### config.mk
export PLATFORM = sky130hd
export DESIGN_NAME = oled_spi_streamer
export DESIGN_NICKNAME = d
export VERILOG_FILES = /design/src/rtl/oled_pkg.sv /design/src/rtl/spi_byte_tx.sv /design/src/rtl/oled_spi_streamer.sv
export SDC_FILE = /design/constraint.sdc
export NUM_CORES = 1
export LEC_CHECK = 0
export CAP_MARGIN = 40
export CORE_MARGIN = 4
export CORE_UTILIZATION = 44
export DETAILED_ROUTE_END_ITERATION = 6
export SYNTH_ARGS = -nofsm -noshare
export SYNTH_HDL_FRONTEND = slang
export SYNTH_SLANG_ARGS = --single-unit
### constraint.sdc
create_clock -name clock -period 8 [get_ports clock]
set_clock_uncertainty 0.15 [all_clocks]
set_input_delay 1.6 -clock clock [delete_from_list [all_inputs] [get_ports clock]]
set_output_delay 1.6 -clock clock [all_outputs]
set_load 0.01 [all_outputs]
### src/rtl/oled_pkg.sv
// Shared definitions for the SSD1331 Pmod OLED pixel streamer.
//   - top-level FSM state encodings (RST_HOLD .. SEND_LO)
//   - SPI byte engine state encodings
//   - init command list (INIT_LEN bytes) and default panel geometry
package oled_pkg;

  localparam int DEF_WIDTH  = 96;
  localparam int DEF_HEIGHT = 64;
  localparam int INIT_LEN   = 19;

  // Top-level sequencer states
  typedef logic [2:0] oled_state_t;
  localparam oled_state_t RST_HOLD = 3'd0;
  localparam oled_state_t INIT     = 3'd1;
  localparam oled_state_t VCC_WAIT = 3'd2;
  localparam oled_state_t FETCH    = 3'd3;
  localparam oled_state_t SEND_HI  = 3'd4;
  localparam oled_state_t SEND_LO  = 3'd5;

  // SPI byte engine states
  typedef logic [1:0] tx_state_t;
  localparam tx_state_t TX_IDLE  = 2'd0;
  localparam tx_state_t TX_LEAD  = 2'd1;
  localparam tx_state_t TX_SHIFT = 2'd2;

  // Power-up command list: display off, 65k colour remap, start line / offset,
  // normal display, mux ratio 64, master config, column window 0..95,
  // row window 0..63, display on.
  function automatic logic [7:0] init_byte(input logic [4:0] idx);
    logic [7:0] b;
    case (idx)
      5'd0:    b = 8'hAE;
      5'd1:    b = 8'hA0;
      5'd2:    b = 8'h72;
      5'd3:    b = 8'hA1;
      5'd4:    b = 8'h00;
      5'd5:    b = 8'hA2;
      5'd6:    b = 8'h00;
      5'd7:    b = 8'hA4;
      5'd8:    b = 8'hA8;
      5'd9:    b = 8'h3F;
      5'd10:   b = 8'hAD;
      5'd11:   b = 8'h8E;
      5'd12:   b = 8'h15;
      5'd13:   b = 8'h00;
      5'd14:   b = 8'h5F;
      5'd15:   b = 8'h75;
      5'd16:   b = 8'h00;
      5'd17:   b = 8'h3F;
      5'd18:   b = 8'hAF;
      default: b = 8'h00;
    endcase
    return b;
  endfunction

endpackage

### src/rtl/spi_byte_tx.sv
// Write-only 4-wire SPI byte engine, mode 3, MSB first.
//   clock, reset : system clock, synchronous active-high reset
//   start        : accept data/dc (only while idle)
//   data, dc     : byte to send and its data/command flag
//   busy         : byte in flight (lead or shifting)
//   done         : one-cycle pulse on the last SCLK-high clock of the byte
//   cs/sclk/sdin/d_cn : panel pins
// Frame: 1 clock cs-low lead with sclk high, 8 x (CLK_DIV low + CLK_DIV high),
// then cs high for at least 1 clock -> 16*CLK_DIV+2 clocks per byte when
// the next start is issued in response to done.
module spi_byte_tx
  import oled_pkg::*;
#(
  parameter int CLK_DIV = 4
) (
  input  logic       clock,
  input  logic       reset,
  input  logic       start,
  input  logic [7:0] data,
  input  logic       dc,
  output logic       busy,
  output logic       done,
  output logic       cs,
  output logic       sclk,
  output logic       sdin,
  output logic       d_cn
);

  localparam int              DW       = $clog2(CLK_DIV) + 1;
  localparam logic [DW-1:0]   DIV_LAST = DW'(CLK_DIV - 1);

  tx_state_t     st;
  logic [DW-1:0] div;
  logic [2:0]    bitc;
  logic [7:0]    sh;

  assign busy = (st != TX_IDLE);
  // Raised one clock early so a registered start from the sequencer lands
  // in the single cs-high gap clock.
  assign done = (st == TX_SHIFT) && sclk && (bitc == 3'd0) && (div == DIV_LAST);

  always_ff @(posedge clock) begin
    if (reset) begin
      st   <= TX_IDLE;
      div  <= '0;
      bitc <= '0;
      sh   <= '0;
      cs   <= 1'b1;
      sclk <= 1'b1;
      sdin <= 1'b0;
      d_cn <= 1'b0;
    end else begin
      case (st)
        TX_IDLE: begin
          if (start) begin
            cs   <= 1'b0;
            d_cn <= dc;
            sh   <= data;
            bitc <= 3'd7;
            st   <= TX_LEAD;
          end
        end
        TX_LEAD: begin
          // first falling edge carries the MSB
          sclk <= 1'b0;
          sdin <= sh[7];
          div  <= '0;
          st   <= TX_SHIFT;
        end
        TX_SHIFT: begin
          if (div != DIV_LAST) begin
            div <= div + 1'b1;
          end else begin
            div <= '0;
            if (!sclk) begin
              sclk <= 1'b1;
            end else if (bitc == 3'd0) begin
              cs <= 1'b1;
              st <= TX_IDLE;
            end else begin
              sclk <= 1'b0;
              sdin <= sh[6];
              sh   <= {sh[6:0], 1'b0};
              bitc <= bitc - 3'd1;
            end
          end
        end
        default: st <= TX_IDLE;
      endcase
    end
  end

endmodule

### src/rtl/oled_spi_streamer.sv
// SSD1331 Pmod OLED driver: power/reset sequencing, init command list, then
// continuous RGB565 frame streaming.
//   clock, reset    : system clock, synchronous active-high reset
//   pixel_data      : RGB565 for pixel_index, valid PIXEL_LATENCY clocks later
//   pixel_index     : row*WIDTH+col of the pixel being fetched
//   frame_begin     : pulse when pixel_index (re)starts at 0
//   sample_pixel    : pulse on the clock pixel_data is latched
//   sending_pixels  : high in the streaming phase
//   cs/sdin/sclk/d_cn, resn, vccen, pmoden : panel pins
module oled_spi_streamer
  import oled_pkg::*;
#(
  parameter int CLK_DIV       = 4,
  parameter int WIDTH         = DEF_WIDTH,
  parameter int HEIGHT        = DEF_HEIGHT,
  parameter int PIXEL_LATENCY = 2,
  parameter int RESET_CYCLES  = 1000
) (
  input  logic        clock,
  input  logic        reset,
  input  logic [15:0] pixel_data,
  output logic [12:0] pixel_index,
  output logic        frame_begin,
  output logic        sample_pixel,
  output logic        sending_pixels,
  output logic        cs,
  output logic        sdin,
  output logic        sclk,
  output logic        d_cn,
  output logic        resn,
  output logic        vccen,
  output logic        pmoden
);

  localparam int             NPIX     = WIDTH * HEIGHT;
  localparam int             CW       = $clog2(RESET_CYCLES + 1);
  localparam logic [CW-1:0]  WAIT_END = CW'(RESET_CYCLES - 1);
  localparam logic [12:0]    IDX_LAST = 13'(NPIX - 1);

  oled_state_t             state;
  logic [CW-1:0]           wait_cnt;
  logic [4:0]              init_idx;
  logic [15:0]             pix_lat;
  // vld_pipe[0] marks the clock pixel_index took a new value; the bit reaching
  // vld_pipe[PIXEL_LATENCY] marks pixel_data valid for it.
  logic [PIXEL_LATENCY:0]  vld_pipe;
  logic                    tx_start;
  logic [7:0]              tx_byte;
  logic                    tx_dc;
  logic                    tx_busy;
  logic                    tx_done;
  logic                    sample_go;

  // Byte source follows the state, so a start issued together with a state
  // change already sees the right byte.
  always_comb begin
    tx_byte = 8'h00;
    case (state)
      INIT:    tx_byte = init_byte(init_idx);
      SEND_HI: tx_byte = pix_lat[15:8];
      SEND_LO: tx_byte = pix_lat[7:0];
      default: tx_byte = 8'h00;
    endcase
  end

  assign tx_dc          = (state == SEND_HI) || (state == SEND_LO);
  assign sending_pixels = (state == FETCH) || tx_dc;
  assign sample_go      = (state == FETCH) && vld_pipe[PIXEL_LATENCY] && !tx_busy;
  assign sample_pixel   = sample_go;

  always_ff @(posedge clock) begin
    if (reset) begin
      state       <= RST_HOLD;
      wait_cnt    <= '0;
      init_idx    <= '0;
      pix_lat     <= '0;
      vld_pipe    <= '0;
      tx_start    <= 1'b0;
      resn        <= 1'b0;
      vccen       <= 1'b0;
      pmoden      <= 1'b0;
      pixel_index <= '0;
      frame_begin <= 1'b0;
    end else begin
      tx_start    <= 1'b0;
      frame_begin <= 1'b0;
      vld_pipe    <= {vld_pipe[PIXEL_LATENCY-1:0], 1'b0};
      case (state)
        RST_HOLD: begin
          pmoden <= 1'b1;
          // hold time counts from the first clock pmoden is seen high
          if (pmoden) begin
            if (wait_cnt == WAIT_END) begin
              wait_cnt <= '0;
              resn     <= 1'b1;
              init_idx <= '0;
              tx_start <= 1'b1;
              state    <= INIT;
            end else begin
              wait_cnt <= wait_cnt + 1'b1;
            end
          end
        end
        INIT: begin
          if (tx_done) begin
            if (init_idx == 5'(INIT_LEN - 1)) begin
              vccen <= 1'b1;
              state <= VCC_WAIT;
            end else begin
              init_idx <= init_idx + 5'd1;
              tx_start <= 1'b1;
            end
          end
        end
        VCC_WAIT: begin
          if (wait_cnt == WAIT_END) begin
            wait_cnt    <= '0;
            pixel_index <= '0;
            frame_begin <= 1'b1;
            vld_pipe[0] <= 1'b1;
            state       <= FETCH;
          end else begin
            wait_cnt <= wait_cnt + 1'b1;
          end
        end
        FETCH: begin
          if (sample_go) begin
            pix_lat  <= pixel_data;
            tx_start <= 1'b1;
            state    <= SEND_HI;
          end
        end
        SEND_HI: begin
          if (tx_done) begin
            tx_start <= 1'b1;
            state    <= SEND_LO;
          end
        end
        SEND_LO: begin
          if (tx_done) begin
            vld_pipe[0] <= 1'b1;
            state       <= FETCH;
            // panel auto-wraps inside the init window; only the index restarts
            if (pixel_index == IDX_LAST) begin
              pixel_index <= '0;
              frame_begin <= 1'b1;
            end else begin
              pixel_index <= pixel_index + 13'd1;
            end
          end
        end
        default: state <= RST_HOLD;
      endcase
    end
  end

  spi_byte_tx #(.CLK_DIV(CLK_DIV)) u_tx (
    .clock (clock),
    .reset (reset),
    .start (tx_start),
    .data  (tx_byte),
    .dc    (tx_dc),
    .busy  (tx_busy),
    .done  (tx_done),
    .cs    (cs),
    .sclk  (sclk),
    .sdin  (sdin),
    .d_cn  (d_cn)
  );

endmodule
# Yosys cells after proc, flatten, opt, wreduce, memory -nomap -nowiden
# Memory sizes are Yosys's and may differ from the RTL's. A register that Yosys moved wholly into a read port is not among the register bits.
# Cells that the tools add are included.
# word_totals
romBits,256
inputBits,18
n_memories,1
out_inout_bits,23
wordCells,146
regBits,75
# classes
addsub,5
reduce_logical,30
n_mux,65
eq_ne,26
# mem_list
name,words,word_bits,read_ports,rd_clocked_by_memory_dff,write_ports,line_no,text
(no name shown),32,8,1,1,0,oled_pkg.sv:31,case (idx)
# ops
op,count
two-way mux 13 bit,3
two-way mux 3 bit,13
two-way mux 8 bit,4
two-way mux 5 bit,6
"inequality test 2 bit, second input constant",13
case mux 13 bit (2 select lines),1
case mux 8 bit (3 select lines),1
two-way mux 10 bit,2
case mux 10 bit (2 select lines),1
two-way mux 1 bit,18
case mux 3 bit (6 select lines),1
case mux 8 bit (2 select lines),1
AND reduction 5 bit,3
"adder 13 x 1 -> 13 bit, second input constant",1
"== test 13 bit, second input constant",1
case mux 3 bit (2 select lines),2
nonzero test 2 bit,6
"adder 10 x 1 -> 10 bit, second input constant",1
"== test 10 bit, second input constant",1
case mux 1 bit (2 select lines),5
case mux 5 bit (2 select lines),1
"== test 3 x 2 -> 1 bit, second input constant",3
AND reduction 3 bit,3
two-way mux 2 bit,4
other kinds (20),31

# Longest topological paths before layout
# logic_depth
depth_word,8
ltp_mapped,14
depth_no_buf,13

# Hierarchy
# Synthesis repeated with hierarchy kept, for this count alone.
# unflattened
cells_unflattened,495
area_unflattened_um2,4284.1
# by_module_without_submodules
module,cells_each,n_inst,seq_area_each_um2,area_per_inst_um2
oled_spi_streamer,385,1,1261.2,3251.9
spi_byte_tx,110,1,400.4,1032.2

# Least setup slack after synthesis
# OpenSTA, ideal clock, no wires.
# synth_path
kind,register to output
from,register state[0]
to,output sample_pixel
required_ps,6250
arrival_ps,1624
n_path_buf,2
setup_slack_ps,4626
stages_incl_launch_ff,6
cell_sequence,dfxtp_1 clkbuf_1 nor2b_1 nand4_1 clkinv_1 clkbuf_1
# synth_via
elab_chain_cells,3
# synth_rtl
item,line_no,text
"start, declared",oled_spi_streamer.sv:40,oled_state_t state;
"start signal, assigned",oled_spi_streamer.sv:73,state <= RST_HOLD;
"start signal, assigned",oled_spi_streamer.sv:98,state <= INIT;
"start signal, assigned",oled_spi_streamer.sv:108,state <= VCC_WAIT;
== test 3 x 2 -> 1 bit,oled_spi_streamer.sv:68,assign sample_go = (state == FETCH) && vld_pipe[PIXEL_LATENCY] && !tx_busy;
logical AND 1 bit (2 in a row),oled_spi_streamer.sv:68,
"end, declared",oled_spi_streamer.sv:24,"output logic sample_pixel,"
# No other way between the ends.

# Worst setup path in the final report
# Ends and elaborated chain as after synthesis.

==> run_results.csv <==
group,metric,value,unit
status,status,"finished, final reports clean",
sta,rsz0062_at_grt,"no",
synth,synth.avg_cell_area,8.62,um^2
sta,min_period_over_period,68.1,%
finish,fin_nets,557,
global_routing,grt_pass1_vias,3276,
floorplanning,initial_core_util,45.6,%
clock_network,cts_tree,"yes",
synth,synth_edf_count,0,
worst_setup_path,path_depth,4,
synth,synthTopCellsByArea,"dfxtp_1 39%, ha_1 5.6%, nand2_1 5.5%, nor2_1 5.1%, a21oi_1 3.3%",
synth,ys_types,65,
worst_setup_path,slowest_stage,"dfxtp_1",
pwr,seqPwrFrac,49.4,%
synth,yosys_warnings,0,
clock_network,hold_buffers,0,
pwr,powerDensity,174,nW/um^2
finish,seq_area,1660,um^2
sta,post-route-worst-setup-slack,2.55,ns
synth,syn-num-nets,528,
global_routing,met1_usage,23.2,%
floorplanning,io_pins,41,
sta,slew_viol_final,0,
floorplanning,core_area,9280,um^2
pwr,switchingPower,200,uW
clock_network,insertion_delay,0.35,ns
placement,place_ws,2.98,ns
worst_setup_path,end_kind,"primary output",
synth,yosysTopAreaCellShare,39.3,%
pwr,internal_power,664,uW
finish,final_cells,654,
global_routing,gr-total-overflow,0,
sta,worst_pin_slew,0.860,ns
worst_setup_path,critical_path.max_fanout,22,
worst_setup_path,start_kind,"register",
drt,routed_wl,9400,um
floorplanning,die_area,11200,um^2
clock_network,cts_sinks,83,
drt,drc,0,
finish,diodes,0,
finish,multi_input_area,2370,um^2
finish,fillers,913,
sta,min_period,5.45,ns
placement,gp_congestion,0.867,
synth,synth-main-ff-cell,"dfxtp_1",
placement,place_inst,638,
pwr,p_clk_share,42.4,%
worst_setup_path,critical-path-top-delay-family,"simple AND/OR/NAND/NOR gates",
placement,hpwl,7050,um
global_routing,grt_antenna_before_repair,0,
worst_setup_path,critPathRequiredTime,6.25,ns
worst_setup_path,crit_chain,"nor2b_1, nand4_1, clkinv_1, clkdlybuf4s50_1",
worst_setup_path,cpPeakStageDelay,0.82,ns
sta,relSlewSlack,42.5,%
synth,ys_ff_latch,83,
synth,netlist_instances,491,
clock_network,clkSlewWorstSetupHoldPaths,0.09,ns
sta,setup_tns,0,ns
drt,routedWlPerCell,14.4,um
global_routing,met2_usage,28.2,%
finish,drive_above_1_share,8.76,%
worst_hold_path,holdCritPathClass,"register to register",
worst_setup_path,timing.rr.start,"u_tx.st[0]",
global_routing,busiest_layer,"met2",
clock_network,cts_max_level,3,
worst_setup_path,crit_buf_inv,2,
worst_setup_path,critPathArrivalTime,3.70,ns
global_routing,grt_max_degree,30,
synth,async_flop_share,0,%
sta,fmax,183,MHz
clock_network,cts_root_buffer,"clkbuf_8",
sta,setup_viol,0,
finish,synthToLayoutAreaGrowth,17.1,%
clock_network,cts_made_buffers,9,
synth,synth_top_area_cell,"dfxtp_1",
run,cap_violations,0,
synth,synthesis.area,4230,um^2
floorplanning,die_h,106,um
worst_setup_path,rrSetupSlack,4.10,ns
worst_setup_path,reg2reg_depth,12,
global_routing,grtUsageTotal,17.3,%
drt,postRouteAntennaNets,0,
pwr,swShare,23.1,%
clock_network,cts_resized,0,
placement,port_buffers,40,
worst_setup_path,cp-endpoint,"sample_pixel",
worst_setup_path,critPathLaunch,"state[0]",
drt,drtIter0Drc,133,
floorplanning,core.rowCount,35,
pwr,peakVddDrop,0.000129,V
pwr,leakage,1.80,nW
synth,seq_area_frac_synth,39.3,%
clock_network,max-clock-path-buffers,2,
drt,drt-vias-per-instance,5.30,
drt,first_pass_iters,4,
drt,vias,3463,
global_routing,grt_pass1_wl,16000,um
floorplanning,die_w,106,um
worst_setup_path,critical_path_class,"register to primary output",
finish,finish.utilization,53.4,%
pwr,power_frac_comb,8.2,%
global_routing,met3_usage,4.37,%
clock_network,post_cts_buffers,0,
sta,final_hold_viol_count,0,
[how the worst min path moves through the flow]
stage	cells after the start	endpoint	slack, ns	from
after floorplan	1	vld_pipe[1]	0.26	vld_pipe[0]
after global placement	1	vld_pipe[1]	0.27	vld_pipe[0]
after detailed placement	1	vld_pipe[1]	0.27	vld_pipe[0]
after CTS	1	vld_pipe[1]	0.29	vld_pipe[0]
after global routing	1	vld_pipe[1]	0.30	vld_pipe[0]
final	1	vld_pipe[1]	0.29	vld_pipe[0]
[kinds of logic (layout without fill, tap and decap cells)]
logic type / Yosys count / after routing / share of synthesized area [%]
AND/OR/NAND/NOR: 198 / 198 / 23.4
buffers and inverters: 44 / 78 / 4.61
multiplexers: 17 / 17 / 4.29
flip-flops: 83 / 83 / 39.3
adder cells (fa/ha/maj): 19 / 19 / 5.62
AO/OA/AOI/OAI: 111 / 111 / 18.9
XOR/XNOR: 19 / 19 / 3.93
[layer usage]
layer	part of all wire (%)	vias to the layer above	wire (um)
li1	-	1801	-
met1	49	1620	4640
met2	47	37	4450
met3	2.6	5	243
met4	0.74	0	70
met5	0	-	0
[power by group through the flow]
stage | clock, mW | sequential [mW] | combinational [mW]
final | 0.366 | 0.426 | 0.0706
after detailed placement | 0 | 0.436 | 0.0714
after global routing | 0.393 | 0.428 | 0.0790
after floorplan | 0 | 0.437 | 0.0421
after global placement | 0 | 0.436 | 0.0697
after CTS | 0.376 | 0.427 | 0.0718
[cell usage after synthesis, types with 10 or more instances]
| library cell | instances |
|---|---|
| inv_1 | 16 |
| a22o_1 | 11 |
| xor2_1 | 11 |
| a21oi_1 | 28 |
| nor2_1 | 58 |
| ha_1 | 19 |
| nand4_1 | 10 |
| nand3_1 | 13 |
| clkbuf_1 | 18 |
| dfxtp_1 | 83 |
| nand2_1 | 62 |
| o21ai_0 | 15 |
[flip-flops by register name, summed over array words and instances (netlist names), named ones only]
register     cells
pixel_index     13
u_tx.cs          1
u_tx.div         3
resn             1
pix_lat         16
wait_cnt        10
u_tx.sdin        1
u_tx.sclk        1
init_idx         5
u_tx.d_cn        1
state            3
u_tx.st          2
pmoden           1
u_tx.bitc        3
frame_begin      1
tx_start         1
u_tx.sh          8
vccen            1
vld_pipe         3
[cell type report]
class                   count  share of cell area (%)
clock buffers               9                    2.50
clock inverters             7                    2.52
inverters                  20                    1.62
multi-input cells         364                    47.9
flip-flops and latches     83                    33.5
well taps                 129                    3.26
repair buffers             42                    8.68
[cells in the final DEF, fill, tap and decap left out, types with 7 or more instances in the layout]
cell type         n
inv_1            16
nor2b_1           7
nor2_1           58
o21ai_0          15
a22oi_1           8
clkbuf_8          9
clkdlybuf4s50_1  39
mux2i_1           8
mux2_2            9
nand2_1          62
a21oi_1          28
a211oi_1          9
nand3_1          13
a22o_1           11
xnor2_1           8
dfxtp_1          83
nor3_1            7
xor2_1           11
ha_1             19
nand4_1          10
[per-stage QoR]
step | hold slack (ns) | cell area [um^2] | power [mW]
2_1_floorplan | 0.264 | 4230 | 0.479
3_3_place_gp | 0.270 | 4670 | 0.505
3_5_place_dp | 0.274 | 4710 | 0.508
4_1_cts | 0.293 | 4960 | 0.874
5_1_grt | 0.304 | 4960 | 0.900
6_report | 0.293 | 4960 | 0.863
Note: power is estimated with default switching activity, not from simulation.
